`src/rtl/riscv_pkg.sv`:
```
// Shared RV32I core definitions: opcodes, ALU op classes and the ID->EX control bundle.
package riscv_pkg;

  localparam logic [6:0] OPC_R      = 7'b0110011;
  localparam logic [6:0] OPC_I_ALU  = 7'b0010011;
  localparam logic [6:0] OPC_LOAD   = 7'b0000011;
  localparam logic [6:0] OPC_STORE  = 7'b0100011;
  localparam logic [6:0] OPC_BRANCH = 7'b1100011;

  typedef enum logic [1:0] {
    ALUOP_OTHER = 2'b00,
    ALUOP_MEM   = 2'b01,
    ALUOP_IALU  = 2'b10,
    ALUOP_R     = 2'b11
  } aluop_e;

  typedef struct packed {
    aluop_e alu_op;
    logic   alu_src;
    logic   reg_write;
    logic   mem_read;
    logic   mem_write;
    logic   mem_to_reg;
  } ctrl_t;

  localparam ctrl_t CTRL_NOP = '{alu_op: ALUOP_OTHER, default: 1'b0};

  // Stores read rs2 as write data even though operand B is the immediate.
  function automatic logic uses_rs2(input logic alu_src, input logic mem_write);
    return ~alu_src | mem_write;
  endfunction

  function automatic ctrl_t ctrl_from_opcode(input logic [6:0] opcode);
    ctrl_t c;
    c = CTRL_NOP;
    case (opcode)
      OPC_R:     begin c.alu_op = ALUOP_R;    c.reg_write = 1'b1; end
      OPC_I_ALU: begin c.alu_op = ALUOP_IALU; c.alu_src = 1'b1; c.reg_write = 1'b1; end
      OPC_LOAD:  begin
        c.alu_op     = ALUOP_MEM;
        c.alu_src    = 1'b1;
        c.reg_write  = 1'b1;
        c.mem_read   = 1'b1;
        c.mem_to_reg = 1'b1;
      end
      OPC_STORE: begin c.alu_op = ALUOP_MEM; c.alu_src = 1'b1; c.mem_write = 1'b1; end
      default:   c = CTRL_NOP;
    endcase
    return c;
  endfunction

endpackage

```
`src/rtl/load_use_detect.sv`:
```
// Combinational load-use hazard check: a load in EX whose rd feeds a source read by ID.
module load_use_detect #(
  parameter int REG_AW = 5
) (
  input  logic              id_valid,
  input  logic [REG_AW-1:0] id_rs1,
  input  logic [REG_AW-1:0] id_rs2,
  input  logic              id_uses_rs2,
  input  logic              ex_valid,
  input  logic              ex_mem_read,
  input  logic [REG_AW-1:0] ex_rd,
  output logic              hazard
);

  logic ex_is_load;
  logic rs1_match;
  logic rs2_match;

  // x0 is hardwired, so a load targeting it never produces a dependency.
  assign ex_is_load = ex_valid & ex_mem_read & (ex_rd != '0);
  assign rs1_match  = (ex_rd == id_rs1);
  assign rs2_match  = id_uses_rs2 & (ex_rd == id_rs2);
  assign hazard     = id_valid & ex_is_load & (rs1_match | rs2_match);

endmodule

```
`src/rtl/id_ex_stage.sv`:
```
// ID/EX pipeline register with load-use bubble insertion, flush and downstream hold; 1-cycle latency.
// Optional hazard-bubble counter enabled by macro ID_EX_PERF_EN.
module id_ex_stage
  import riscv_pkg::*;
#(
  parameter int XLEN   = 32,
  parameter int REG_AW = 5
`ifdef ID_EX_PERF_EN
  ,
  parameter int PERF_W = 16
`endif
) (
  input  logic              clk_i,
  input  logic              rst_i,
  input  logic              ID_valid_i,
  input  logic [1:0]        ID_ALUop_i,
  input  logic              ID_ALUsrc_i,
  input  logic              ID_RegWrite_i,
  input  logic              ID_MemRead_i,
  input  logic              ID_MemWrite_i,
  input  logic              ID_MemToReg_i,
  input  logic [XLEN-1:0]   ID_pc_i,
  input  logic [XLEN-1:0]   ID_rs1_data_i,
  input  logic [XLEN-1:0]   ID_rs2_data_i,
  input  logic [XLEN-1:0]   ID_imm_i,
  input  logic [REG_AW-1:0] ID_rs1_i,
  input  logic [REG_AW-1:0] ID_rs2_i,
  input  logic [REG_AW-1:0] ID_rd_i,
  input  logic [3:0]        ID_funct_i,
  input  logic              flush_i,
  input  logic              ex_stall_i,
  output logic              EX_valid_o,
  output logic [1:0]        EX_ALUop_o,
  output logic              EX_ALUsrc_o,
  output logic              EX_RegWrite_o,
  output logic              EX_MemRead_o,
  output logic              EX_MemWrite_o,
  output logic              EX_MemToReg_o,
  output logic [XLEN-1:0]   EX_pc_o,
  output logic [XLEN-1:0]   EX_rs1_data_o,
  output logic [XLEN-1:0]   EX_rs2_data_o,
  output logic [XLEN-1:0]   EX_imm_o,
  output logic [REG_AW-1:0] EX_rs1_o,
  output logic [REG_AW-1:0] EX_rs2_o,
  output logic [REG_AW-1:0] EX_rd_o,
  output logic [3:0]        EX_funct_o,
`ifdef ID_EX_PERF_EN
  output logic [PERF_W-1:0] perf_bubble_cnt_o,
`endif
  output logic              stall_o
);

  typedef struct packed {
    logic              valid;
    ctrl_t             ctrl;
    logic [XLEN-1:0]   pc;
    logic [XLEN-1:0]   rs1_data;
    logic [XLEN-1:0]   rs2_data;
    logic [XLEN-1:0]   imm;
    logic [REG_AW-1:0] rs1;
    logic [REG_AW-1:0] rs2;
    logic [REG_AW-1:0] rd;
    logic [3:0]        funct;
  } ex_t;

  localparam ex_t EX_BUBBLE = '0;

  ex_t   id_bus;
  ex_t   ex_q;
  ex_t   ex_d;
  ctrl_t id_ctrl;
  logic  hazard;
  logic  bubble_hazard;

  assign id_ctrl = '{
    alu_op:     aluop_e'(ID_ALUop_i),
    alu_src:    ID_ALUsrc_i,
    reg_write:  ID_RegWrite_i,
    mem_read:   ID_MemRead_i,
    mem_write:  ID_MemWrite_i,
    mem_to_reg: ID_MemToReg_i
  };

  assign id_bus = '{
    valid:    ID_valid_i,
    ctrl:     id_ctrl,
    pc:       ID_pc_i,
    rs1_data: ID_rs1_data_i,
    rs2_data: ID_rs2_data_i,
    imm:      ID_imm_i,
    rs1:      ID_rs1_i,
    rs2:      ID_rs2_i,
    rd:       ID_rd_i,
    funct:    ID_funct_i
  };

  load_use_detect #(.REG_AW(REG_AW)) u_load_use_detect (
    .id_valid    (ID_valid_i),
    .id_rs1      (ID_rs1_i),
    .id_rs2      (ID_rs2_i),
    .id_uses_rs2 (uses_rs2(ID_ALUsrc_i, ID_MemWrite_i)),
    .ex_valid    (ex_q.valid),
    .ex_mem_read (ex_q.ctrl.mem_read),
    .ex_rd       (ex_q.rd),
    .hazard      (hazard)
  );

  // A flush already discards the dependent instruction, so it must not stall the front end.
  assign stall_o = ex_stall_i | (hazard & ~flush_i);

  always_comb begin
    ex_d = ex_q;
    if (ex_stall_i) begin
      ex_d = ex_q;
    end else if (flush_i || hazard) begin
      ex_d = EX_BUBBLE;
    end else begin
      ex_d = id_bus;
    end
  end

  always_ff @(posedge clk_i) begin
    if (rst_i) begin
      ex_q <= EX_BUBBLE;
    end else begin
      ex_q <= ex_d;
    end
  end

  assign bubble_hazard = ~ex_stall_i & ~flush_i & hazard;

`ifdef ID_EX_PERF_EN
  logic [PERF_W-1:0] perf_cnt_q;

  always_ff @(posedge clk_i) begin
    if (rst_i) begin
      perf_cnt_q <= '0;
    end else if (bubble_hazard && (perf_cnt_q != '1)) begin
      perf_cnt_q <= perf_cnt_q + 1'b1;
    end
  end

  assign perf_bubble_cnt_o = perf_cnt_q;
`else
  logic unused_bubble;
  assign unused_bubble = bubble_hazard;
`endif

  assign EX_valid_o    = ex_q.valid;
  assign EX_ALUop_o    = ex_q.ctrl.alu_op;
  assign EX_ALUsrc_o   = ex_q.ctrl.alu_src;
  assign EX_RegWrite_o = ex_q.ctrl.reg_write;
  assign EX_MemRead_o  = ex_q.ctrl.mem_read;
  assign EX_MemWrite_o = ex_q.ctrl.mem_write;
  assign EX_MemToReg_o = ex_q.ctrl.mem_to_reg;
  assign EX_pc_o       = ex_q.pc;
  assign EX_rs1_data_o = ex_q.rs1_data;
  assign EX_rs2_data_o = ex_q.rs2_data;
  assign EX_imm_o      = ex_q.imm;
  assign EX_rs1_o      = ex_q.rs1;
  assign EX_rs2_o      = ex_q.rs2;
  assign EX_rd_o       = ex_q.rd;
  assign EX_funct_o    = ex_q.funct;

endmodule
```
`config.mk`:
```
export PLATFORM = sky130hd
export DESIGN_NAME = id_ex_stage
export DESIGN_NICKNAME = d
export VERILOG_FILES = /design/src/rtl/riscv_pkg.sv /design/src/rtl/load_use_detect.sv /design/src/rtl/id_ex_stage.sv
export SDC_FILE = /design/constraint.sdc
export NUM_CORES = 1
export LEC_CHECK = 0
export BUFFER_PORTS_ARGS = -buffer_cell sky130_fd_sc_hd__buf_2
export CORE_AREA = 2 2 163 165
export CTS_CLUSTER_DIAMETER = 60
export DETAILED_ROUTE_END_ITERATION = 16
export DIE_AREA = 0 0 165 167
export GPL_TIMING_DRIVEN = 0
export HOLD_SLACK_MARGIN = 0.05
export PLACE_DENSITY = 0.48
export SETUP_SLACK_MARGIN = 0.5
export SLEW_MARGIN = 20
export SYNTH_ARGS = -nofsm -noshare
export SYNTH_HDL_FRONTEND = slang
export SYNTH_SLANG_ARGS = --single-unit
```
`constraint.sdc`:
```
create_clock -name clk_i -period 2.41 [get_ports clk_i]
set_input_delay 0.482 -clock clk_i [delete_from_list [all_inputs] [get_ports clk_i]]
set_output_delay 0.482 -clock clk_i [all_outputs]
set_load 0.05 [all_outputs]
```
==> results of run 1 <==
-- metal layers --
| layer | vias up | part of all wire, % | track usage (%) |
|---|---|---|---|
| li1 | 3496 | - | - |
| met1 | 3406 | 42 | 23.7 |
| met2 | 299 | 47 | 29.0 |
| met3 | 19 | 9.6 | 6.35 |
| met4 | 4 | 0.77 | 4.08 |
| met5 | - | 0.10 | 0 |
-- synth_stat cells (all sizes together) --
cell type,instances
xnor2,10
and3,1
or4,1
buf,31
nand4,1
a32oi,155
nand2,156
o22ai,1
nor3,1
inv,1
o21ai,157
nor2,1
clkbuf,54
nor2b,1
nand3,1
dfxtp,155
a21o,1
-- sequential cells by signal, indices dropped and copies added (netlist names), 2 cells and up --
name / cells
EX_imm_o: 32
EX_pc_o: 32
EX_rs1_data_o: 32
EX_rs2_data_o: 32
EX_rd_o: 5
EX_rs1_o: 5
EX_rs2_o: 5
EX_funct_o: 4
EX_ALUop_o: 2
-- cells by family after synthesis --
family,share of synthesized area (%)
compound gates,33.9
simple gates,9.83
flops,48.7
buf+inv,6.13
xor+xnor,1.38
-- report_power, final --
part | leakage [nW] | internal, mW | total, mW | switching, mW
registers | 1.28 | 2.76 | 2.87 | 0.115
clock network | 0.295 | 1.50 | 2.78 | 1.27
logic | 2.59 | 0.423 | 1.57 | 1.15
total | 4.17 | 4.68 | 7.22 | 2.54
-- cell type report --
type	instances	area share, %
diodes	2	0.0522
plain buffers	85	6.10
clock buffers	18	4.58
clock inverters	14	1.57
inverters	1	0.0392
multi-input cells	487	30.3
flip-flops and latches	155	32.6
well taps	335	4.37
repair buffers	333	20.4
-- path summary, 6_finish.rpt --
kind / endpoint / slack [ns] / cells after the start
worst max-delay path: stall_o / -0.08 / 6
worst min register to register: EX_rs1_o[3] / 0.47 / 2
worst min-delay path: EX_imm_o[17] / 0.29 / 3
worst max register to register: EX_rs1_data_o[0] / 0.46 / 8
-- through the flow --
step / utilization [%] / hold WS [ns] / instances / setup slack [ns]
2_1_floorplan: - / 0.604 / 728 / 0.361
3_3_place_gp: 32.6 / 0.450 / 1377 / -0.285
3_5_place_dp: 32.6 / 0.454 / 1377 / -0.287
4_1_cts: 35.3 / 0.269 / 1414 / -0.118
5_1_grt: 37.2 / 0.278 / 1428 / -0.142
6_report: 37.2 / 0.286 / 1430 / -0.0824
-- critical path: cells and delay by family (launching register included) --
kind / cells / cell delay, ns
compound gates: 2 / 0.37
buf+inv: 2 / 0.28
flops: 1 / 0.37
simple gates: 2 / 0.56
-- repair_timing --
action / in CTS / in global routing
pin swaps: 3 / 1
setup endpoints to repair: 156 / 156
resized for setup: 33 / 85
buffers inserted: 5 / 1
gates cloned: 0 / 13
==> results_dict.tcl, run 1 <==
set metrics [dict create \
    status "complete, but fails checks" \
    violations "negative setup slack" \
    final_antenna_net_count 0 \
    drive_gt1_share_pct 39.7 \
    grt_max_degree 17 \
    wl_um 26900 \
    hold_path.class "in -> reg" \
    setup.worst_path.start "EX_rd_o[1]" \
    fin_nets 1239 \
    cts_tree "built" \
    grt_pass1_wl_um 39300 \
    antenna_found_initial 4 \
    worst_pin_slew_ns 0.631 \
    clockBufferDepth 2 \
    portBuffers 314 \
    power_mw 7.22 \
    dieArea_um2 27600 \
    maxCapViolCount 0 \
    placementRows 59 \
    synth_cell_types 22 \
    synth_area_leaders "dfxtp_1 (49%), a32oi_1 (21%), o21ai_1 (12%)" \
    grt.overflow.total 0 \
    numCtsBuffers 17 \
    setup_tns_ns -0.0824 \
    area_growth_pct 50.5 \
    worst_skew_pair.late_latency_ns 0.43 \
    grt_pass1_vias 6662 \
    mostFrequentLayoutCell "buf_2" \
    fin_area_um2 9580 \
    worst_slack_ns -0.0824 \
    syn_avg_cell_area_um2 8.75 \
    root_buffer "clkbuf_16" \
    setup_viol 1 \
    drtIter0Drc 461 \
    post_dp_cell_area_um2 8400 \
    drc_errors 0 \
    critPathSlowestCell "or4_4" \
    crit_path_start_kind "flop" \
    cp.arrival_ns 2.01 \
    cts.sinks 155 \
    maxSlewViolCount 0 \
    finClkSkew_ns 0.0123 \
    core_um2 25800 \
    rsz0062_at_grt "yes" \
    synth_top_area_share_pct 48.7 \
    synth_area_um2 6370 \
    yosys.area.top_type "dfxtp_1" \
    ys_ff_latch 155 \
    fmax_mhz 401 \
    initial_core_util_pct 24.7 \
    drtPass1Iterations 5 \
    relSlewSlack_pct 58.0 \
    synthCells 728 \
    wl_per_cell_um 18.8 \
    fill_cells 2679 \
    grtUsageTotal_pct 18.2 \
    p_leak_nw 4.17 \
    clkTransAtPathRegs_ns 0.08 \
    final_cell_mix "buf_2 (316), nand2_1 (156), a32oi_1 (155), o21ai_1 (155), dfxtp_1 (150)" \
    multi_input_area_um2 2900 \
    hold_start "ID_imm_i[17]" \
    ys_warn_count 0 \
    crit_required_ns 1.93 \
    synth_nets 887 \
    ir_drop_mv 0.393 \
    critical_path_class "reg -> out" \
    pin_count 315 \
    reg2reg_from "EX_rd_o[1]" \
    postCtsHoldBufs 0 \
    gp_congestion 0.770 \
    pwr_density_cell_nw_per_um2 754 \
    crit_fanout 5 \
    regArea_um2 3120 \
    vias_per_cell 5.05 \
    cts_max_level 4 \
    hold_viol 0 \
    num_vias 7224 \
    fin_crit_ns 2.49 \
    fp.dieH_um 167 \
    synth-seq-area-share_pct 48.7 \
    hpwl_um 18800 \
    crit_chain "or4_4, o21ai_4, buf_6, nor2_2, a21o_4, buf_8" \
    cp-end-kind "primary output" \
    finalCritPeriodShare_pct 103 \
    cpPeakStageDelay_ns 0.53 \
    die_w_um 165 \
]
(Power assumes the default switching activity.)
==> run 2, diff against run 1 <==
--- a/config.mk
+++ b/config.mk
@@ -6,13 +6,13 @@
 export NUM_CORES = 1
 export LEC_CHECK = 0
 export BUFFER_PORTS_ARGS = -buffer_cell sky130_fd_sc_hd__buf_2
-export CORE_AREA = 2 2 163 165
+export CORE_AREA = 2 2 121 123
 export CTS_CLUSTER_DIAMETER = 60
 export DETAILED_ROUTE_END_ITERATION = 16
-export DIE_AREA = 0 0 165 167
+export DIE_AREA = 0 0 123 125
 export GPL_TIMING_DRIVEN = 0
 export HOLD_SLACK_MARGIN = 0.05
-export PLACE_DENSITY = 0.48
+export PLACE_DENSITY = 0.79
 export SETUP_SLACK_MARGIN = 0.5
 export SLEW_MARGIN = 20
 export SYNTH_ARGS = -nofsm -noshare
==> run 2 against run 1 <==
The run still ends with negative setup slack left. Critical path type unchanged. Critical endpoint unchanged. First-iteration DRC count is 20% higher. Worst setup slack better by 0.043 ns. Clock power is 4% lower. Via count is 0.33% higher. Register-to-register slack better by 0.11 ns. Clock skew is 0.0051 ns lower. Fmax is 1.8% higher.
==> results_dict.tcl, run 2 (synthesis results as in run 1) <==
set metrics [dict create \
    reg2reg_to "EX_rs2_data_o[2]" \
    finalCritPeriodShare_pct 102 \
    fill_cells 1250 \
    fp.dieH_um 125 \
    crit_path_end "stall_o" \
    wl_um 21800 \
    clkTransAtPathRegs_ns 0.06 \
    worst_pin_slew_ns 0.633 \
    setup_tns_ns -0.0391 \
    grt_pass1_wl_um 33000 \
    maxCapViolCount 0 \
    pwr_density_cell_nw_per_um2 794 \
    crit_family "simple AND/OR/NAND/NOR gates" \
    p_leak_nw 3.86 \
    cts_max_level 4 \
    fin_crit_ns 2.45 \
    cp-end-kind "primary output" \
    fmax_mhz 408 \
    crit_fanout 4 \
    regArea_um2 3120 \
    drtIter0Drc 551 \
    gp_congestion 0.877 \
    finClkSkew_ns 0.00712 \
    dieArea_um2 15400 \
    status "complete, but fails checks" \
    grt_pass1_vias 6494 \
    cpPeakStageDelay_ns 0.56 \
    timing.critical_path.buf_inv 2 \
    numCtsBuffers 17 \
    drive_gt1_share_pct 37.0 \
    antenna_cells 0 \
    hpwl_um 15700 \
    rsz0062_at_grt "yes" \
    ir_drop_mv 0.402 \
    setup.worst_path.start "EX_rd_o[2]" \
    cts_tree "built" \
    worst_slack_ns -0.0391 \
    hold_viol 0 \
    hold_path.class "in -> reg" \
    wl_per_cell_um 17.3 \
    num_vias 7248 \
    final_cell_mix "buf_2 (318), nand2_1 (156), a32oi_1 (155)" \
    grt.overflow.total 0 \
    cts.sinks 155 \
    core_um2 14200 \
    crit_required_ns 1.93 \
    drtPass1Iterations 5 \
    cp.arrival_ns 1.97 \
    hold_start "ID_rd_i[1]" \
    initial_core_util_pct 44.8 \
    crit_chain "or4_4, o21ai_4, buf_6, nor2_2, a21o_4, buf_8" \
    crit_path_start_kind "flop" \
    area_growth_pct 39.9 \
    fin_nets 1224 \
    critical_path_class "reg -> out" \
    setup_viol 1 \
    postCtsHoldBufs 0 \
    reg2reg_from "EX_rd_o[2]" \
    worst_skew_pair.late_latency_ns 0.42 \
    vias_per_cell 5.75 \
    critical_path_cell_count 6 \
    reg2reg_depth 7 \
    grtUsageTotal_pct 26.9 \
    drc_errors 0 \
    mostFrequentLayoutCell "buf_2" \
    placementRows 44 \
    grt_max_degree 17 \
    finish.utilization_pct 62.7 \
    violations "negative setup slack" \
    multi_input_area_um2 2910 \
    relSlewSlack_pct 57.8 \
    portBuffers 314 \
    clockBufferDepth 2 \
    pin_count 315 \
    critPathSlowestCell "or4_4" \
    die_w_um 123 \
    r2r_setup_slack_ns 0.57 \
    maxSlewViolCount 0 \
    antenna_found_initial 0 \
    root_buffer "clkbuf_16" \
    hold_depth 3 \
    final_antenna_net_count 0 \
]
## run 2: layer usage
layer	up-vias	wire length, um	global-route usage (%)
li1	3445	-	-
met1	3386	8600	33.3
met2	367	10300	42.3
met3	50	2220	8.80
met4	0	658	12.3
met5	-	0	0
## run 2: worst min path at each step
stage,end,slack (ns)
after global routing,EX_rs1_data_o[5],0.29
after detailed placement,EX_imm_o[7],0.45
after global placement,EX_rs1_data_o[29],0.45
after floorplan,EX_rd_o[0],0.60
after CTS,EX_rd_o[1],0.28
final,EX_rd_o[1],0.30
## run 2: worst min-delay path, stage by stage
cell and delay (ns):
buf_2 0.10, nand2_1 0.05, o21ai_1 0.04
## run 2: cell type report
cell class,count,share of cell area [%]
plain buffers,85,5.02
multi-input cells,487,32.7
flip-flops and latches,155,35.0
inverters,1,0.0421
well taps,184,2.58
repair buffers,318,18.1
clock buffers,21,5.28
clock inverters,10,1.29
## run 2: repair_timing
action                     4_1_cts  5_1_grt
setup endpoints to repair      148       44
gates resized for setup         20       16
pin swaps                        3        1
buffers inserted                 4        0
## run 2: metrics by stage
step                      std cells  total power [mW]  hold WS [ns]  setup WS [ns]  instance area (um^2)
after global routing           1261              7.33         0.292        -0.0933                  8910
after CTS                      1261              7.10         0.280        -0.0440                  8870
after global placement         1226              4.41         0.448         -0.145                  8210
after detailed placement       1226              4.42         0.454         -0.184                  8210
after floorplan                 728              3.94         0.604          0.361                  6410
final                          1261              7.07         0.298        -0.0391                  8910
## run 2: power by group
part	switching, mW	leakage [nW]	total (mW)	internal [mW]
combinational	1.12	2.29	1.52	0.403
sequential	0.112	1.28	2.87	2.76
clock	1.08	0.290	2.68	1.60
total	2.31	3.86	7.07	4.76
==> run 3, diff against run 2 <==
==> constraint.sdc (replaced) <==
create_clock -name clk_i -period 2.8 [get_ports clk_i]
set_input_delay 0.56 -clock clk_i [delete_from_list [all_inputs] [get_ports clk_i]]
set_output_delay 0.56 -clock clk_i [all_outputs]
set_load 0.1 [all_outputs]
==> run 3 against run 2 <==
The flow now finishes without violations. First-iteration DRC count down 0.91%. Via count shrank 0.83%. Global-route usage increased by 0.84 points. Power shrank 6.8%. Final cell count increased by 0.32%. Critical path depth is the same. Utilization is 0.26 points lower. Wire length grew 0.74%. Sequential share of layout area increased by 0.20 points. Non-clock buffer count up 3. Combinational power grew 28%. Largest cell class unchanged. Highest routed layer unchanged.
==> results_dict.tcl, run 3 (synthesis results as in run 1) <==
set metrics [dict create \
    status "finished, final reports clean" \
    crit_fanout 5 \
    numCtsBuffers 17 \
    maxCapViolCount 0 \
    cp.arrival_ns 2.02 \
    hold_viol 0 \
    pin_count 315 \
    drtIter0Drc 546 \
    area_growth_pct 39.3 \
    crit_path_start_kind "flop" \
    use_met2_pct 45.3 \
    dieArea_um2 15400 \
    setup_tns_ns 0 \
    drtPass1Iterations 5 \
    post_dp_cell_area_um2 8200 \
    crit_required_ns 2.24 \
    final_antenna_net_count 0 \
    root_buffer "clkbuf_16" \
    ir_drop_mv 0.362 \
    top_usage_layer "met2" \
    maxSlewViolCount 0 \
    cp-end-kind "primary output" \
    placementRows 44 \
    finalCritPeriodShare_pct 92.1 \
    fin_area_um2 8870 \
    num_vias 7188 \
    cts_max_level 4 \
    initial_core_util_pct 44.8 \
    worst_skew_pair.late_latency_ns 0.42 \
    cts_tree "built" \
    relSlewSlack_pct 47.4 \
    fmax_mhz 388 \
    postCtsHoldBufs 0 \
    met1_usage_pct 34.9 \
    p_leak_nw 3.79 \
    fp.dieH_um 125 \
    die_w_um 123 \
    fin_nets 1227 \
    hold_path.class "in -> reg" \
    clkTransAtPathRegs_ns 0.06 \
    grt_pass1_vias 6862 \
    core_um2 14200 \
    cts.sinks 155 \
    place_worst_setup_slack_ns -0.169 \
    fill_cells 1261 \
    gp_congestion 0.825 \
    reg2reg_depth 7 \
    setup_viol 0 \
    clockBufferDepth 2 \
    critical_path_class "reg -> out" \
    portBuffers 314 \
    fin_crit_ns 2.58 \
    vias_per_cell 5.68 \
    final_cell_mix "buf_2 (315), nand2_1 (156), a32oi_1 (155)" \
    worst_slack_ns 0.221 \
    wl_um 21900 \
    hpwl_um 15900 \
    worst_pin_slew_ns 0.789 \
    finClkSkew_ns 0.00896 \
    pwr_density_cell_nw_per_um2 744 \
    rsz0062_at_grt "yes" \
    wl_per_cell_um 17.3 \
    grtUsageTotal_pct 27.7 \
    antenna_cells 0 \
    grt_pass1_wl_um 34400 \
    antenna_found_initial 0 \
    use_met3_pct 7.57 \
    drc_errors 0 \
    grt_max_degree 17 \
    grt.overflow.total 0 \
    hold_depth 3 \
    mostFrequentLayoutCell "buf_2" \
    drive_gt1_share_pct 35.5 \
]
run 3: cell types whose count changed in the layout (fill, tap and decap cells not counted), moves of 2 or more:
cell,delta
buf_8,-2
buf_6,-3
buf_1,+6
clkbuf_1,+13
dfxtp_1,-2
buf_4,+7
clkbuf_2,-16
buf_2,-3
clkinv_2,+3
run 3: per-layer routing:
| layer | vias up | routed length, um | part of all wire (%) |
|---|---|---|---|
| li1 | 3456 | - | - |
| met1 | 3343 | 9020 | 41 |
| met2 | 343 | 10400 | 47 |
| met3 | 46 | 2000 | 9.1 |
| met4 | 0 | 528 | 2.4 |
| met5 | - | 0 | 0 |
run 3: critical path, cell delays in order, from the launching register on:
cell and delay, ns:
dfxtp_4 0.36, or4_4 0.56, o21ai_4 0.17, buf_6 0.12, nor2_1 0.04, a21o_4 0.20, buf_12 0.16
run 3: power breakdown:
part	total (mW)	internal, mW	switching, mW
Combinational	1.94	0.344	1.60
Sequential	2.47	2.37	0.0962
Clock	2.18	1.26	0.921
run 3: per-stage QoR:
stage	instances	total power, mW	hold slack (ns)	utilization (%)
after global placement	1226	4.42	0.448	57.7
final	1265	6.60	0.383	62.4
after floorplan	728	4.01	0.682	-
after detailed placement	1226	4.43	0.453	57.7
after global routing	1265	6.81	0.372	62.4
after CTS	1262	6.60	0.370	62.1
run 3: final cells by class:
| cell class | instances | area (um^2) | area share, % |
|---|---|---|---|
| buffer | 85 | 404 | 4.56 |
| clock buffer | 20 | 457 | 5.15 |
| clock inverter | 12 | 96.3 | 1.09 |
| inverter | 1 | 3.75 | 0.0423 |
| multi-input combinational | 487 | 2910 | 32.9 |
| sequential | 155 | 3120 | 35.2 |
| tap | 184 | 230 | 2.60 |
| timing repair buffer | 321 | 1640 | 18.5 |
run 3: final timing paths:
kind                            slack, ns                end               from
worst max register to register       0.80        EX_imm_o[3]         EX_rd_o[3]
worst max-delay path                 0.22            stall_o         EX_rd_o[2]
worst min register to register       0.47         EX_pc_o[7]         EX_pc_o[7]
worst min-delay path                 0.38  EX_rs1_data_o[16]  ID_rs1_data_i[16]
run 3: timing repair:
item,in CTS,in global routing
pin swaps,3,4
setup buffers,4,3
setup endpoints to repair,1,1
hold endpoints to repair,0,0
resized for setup,11,3
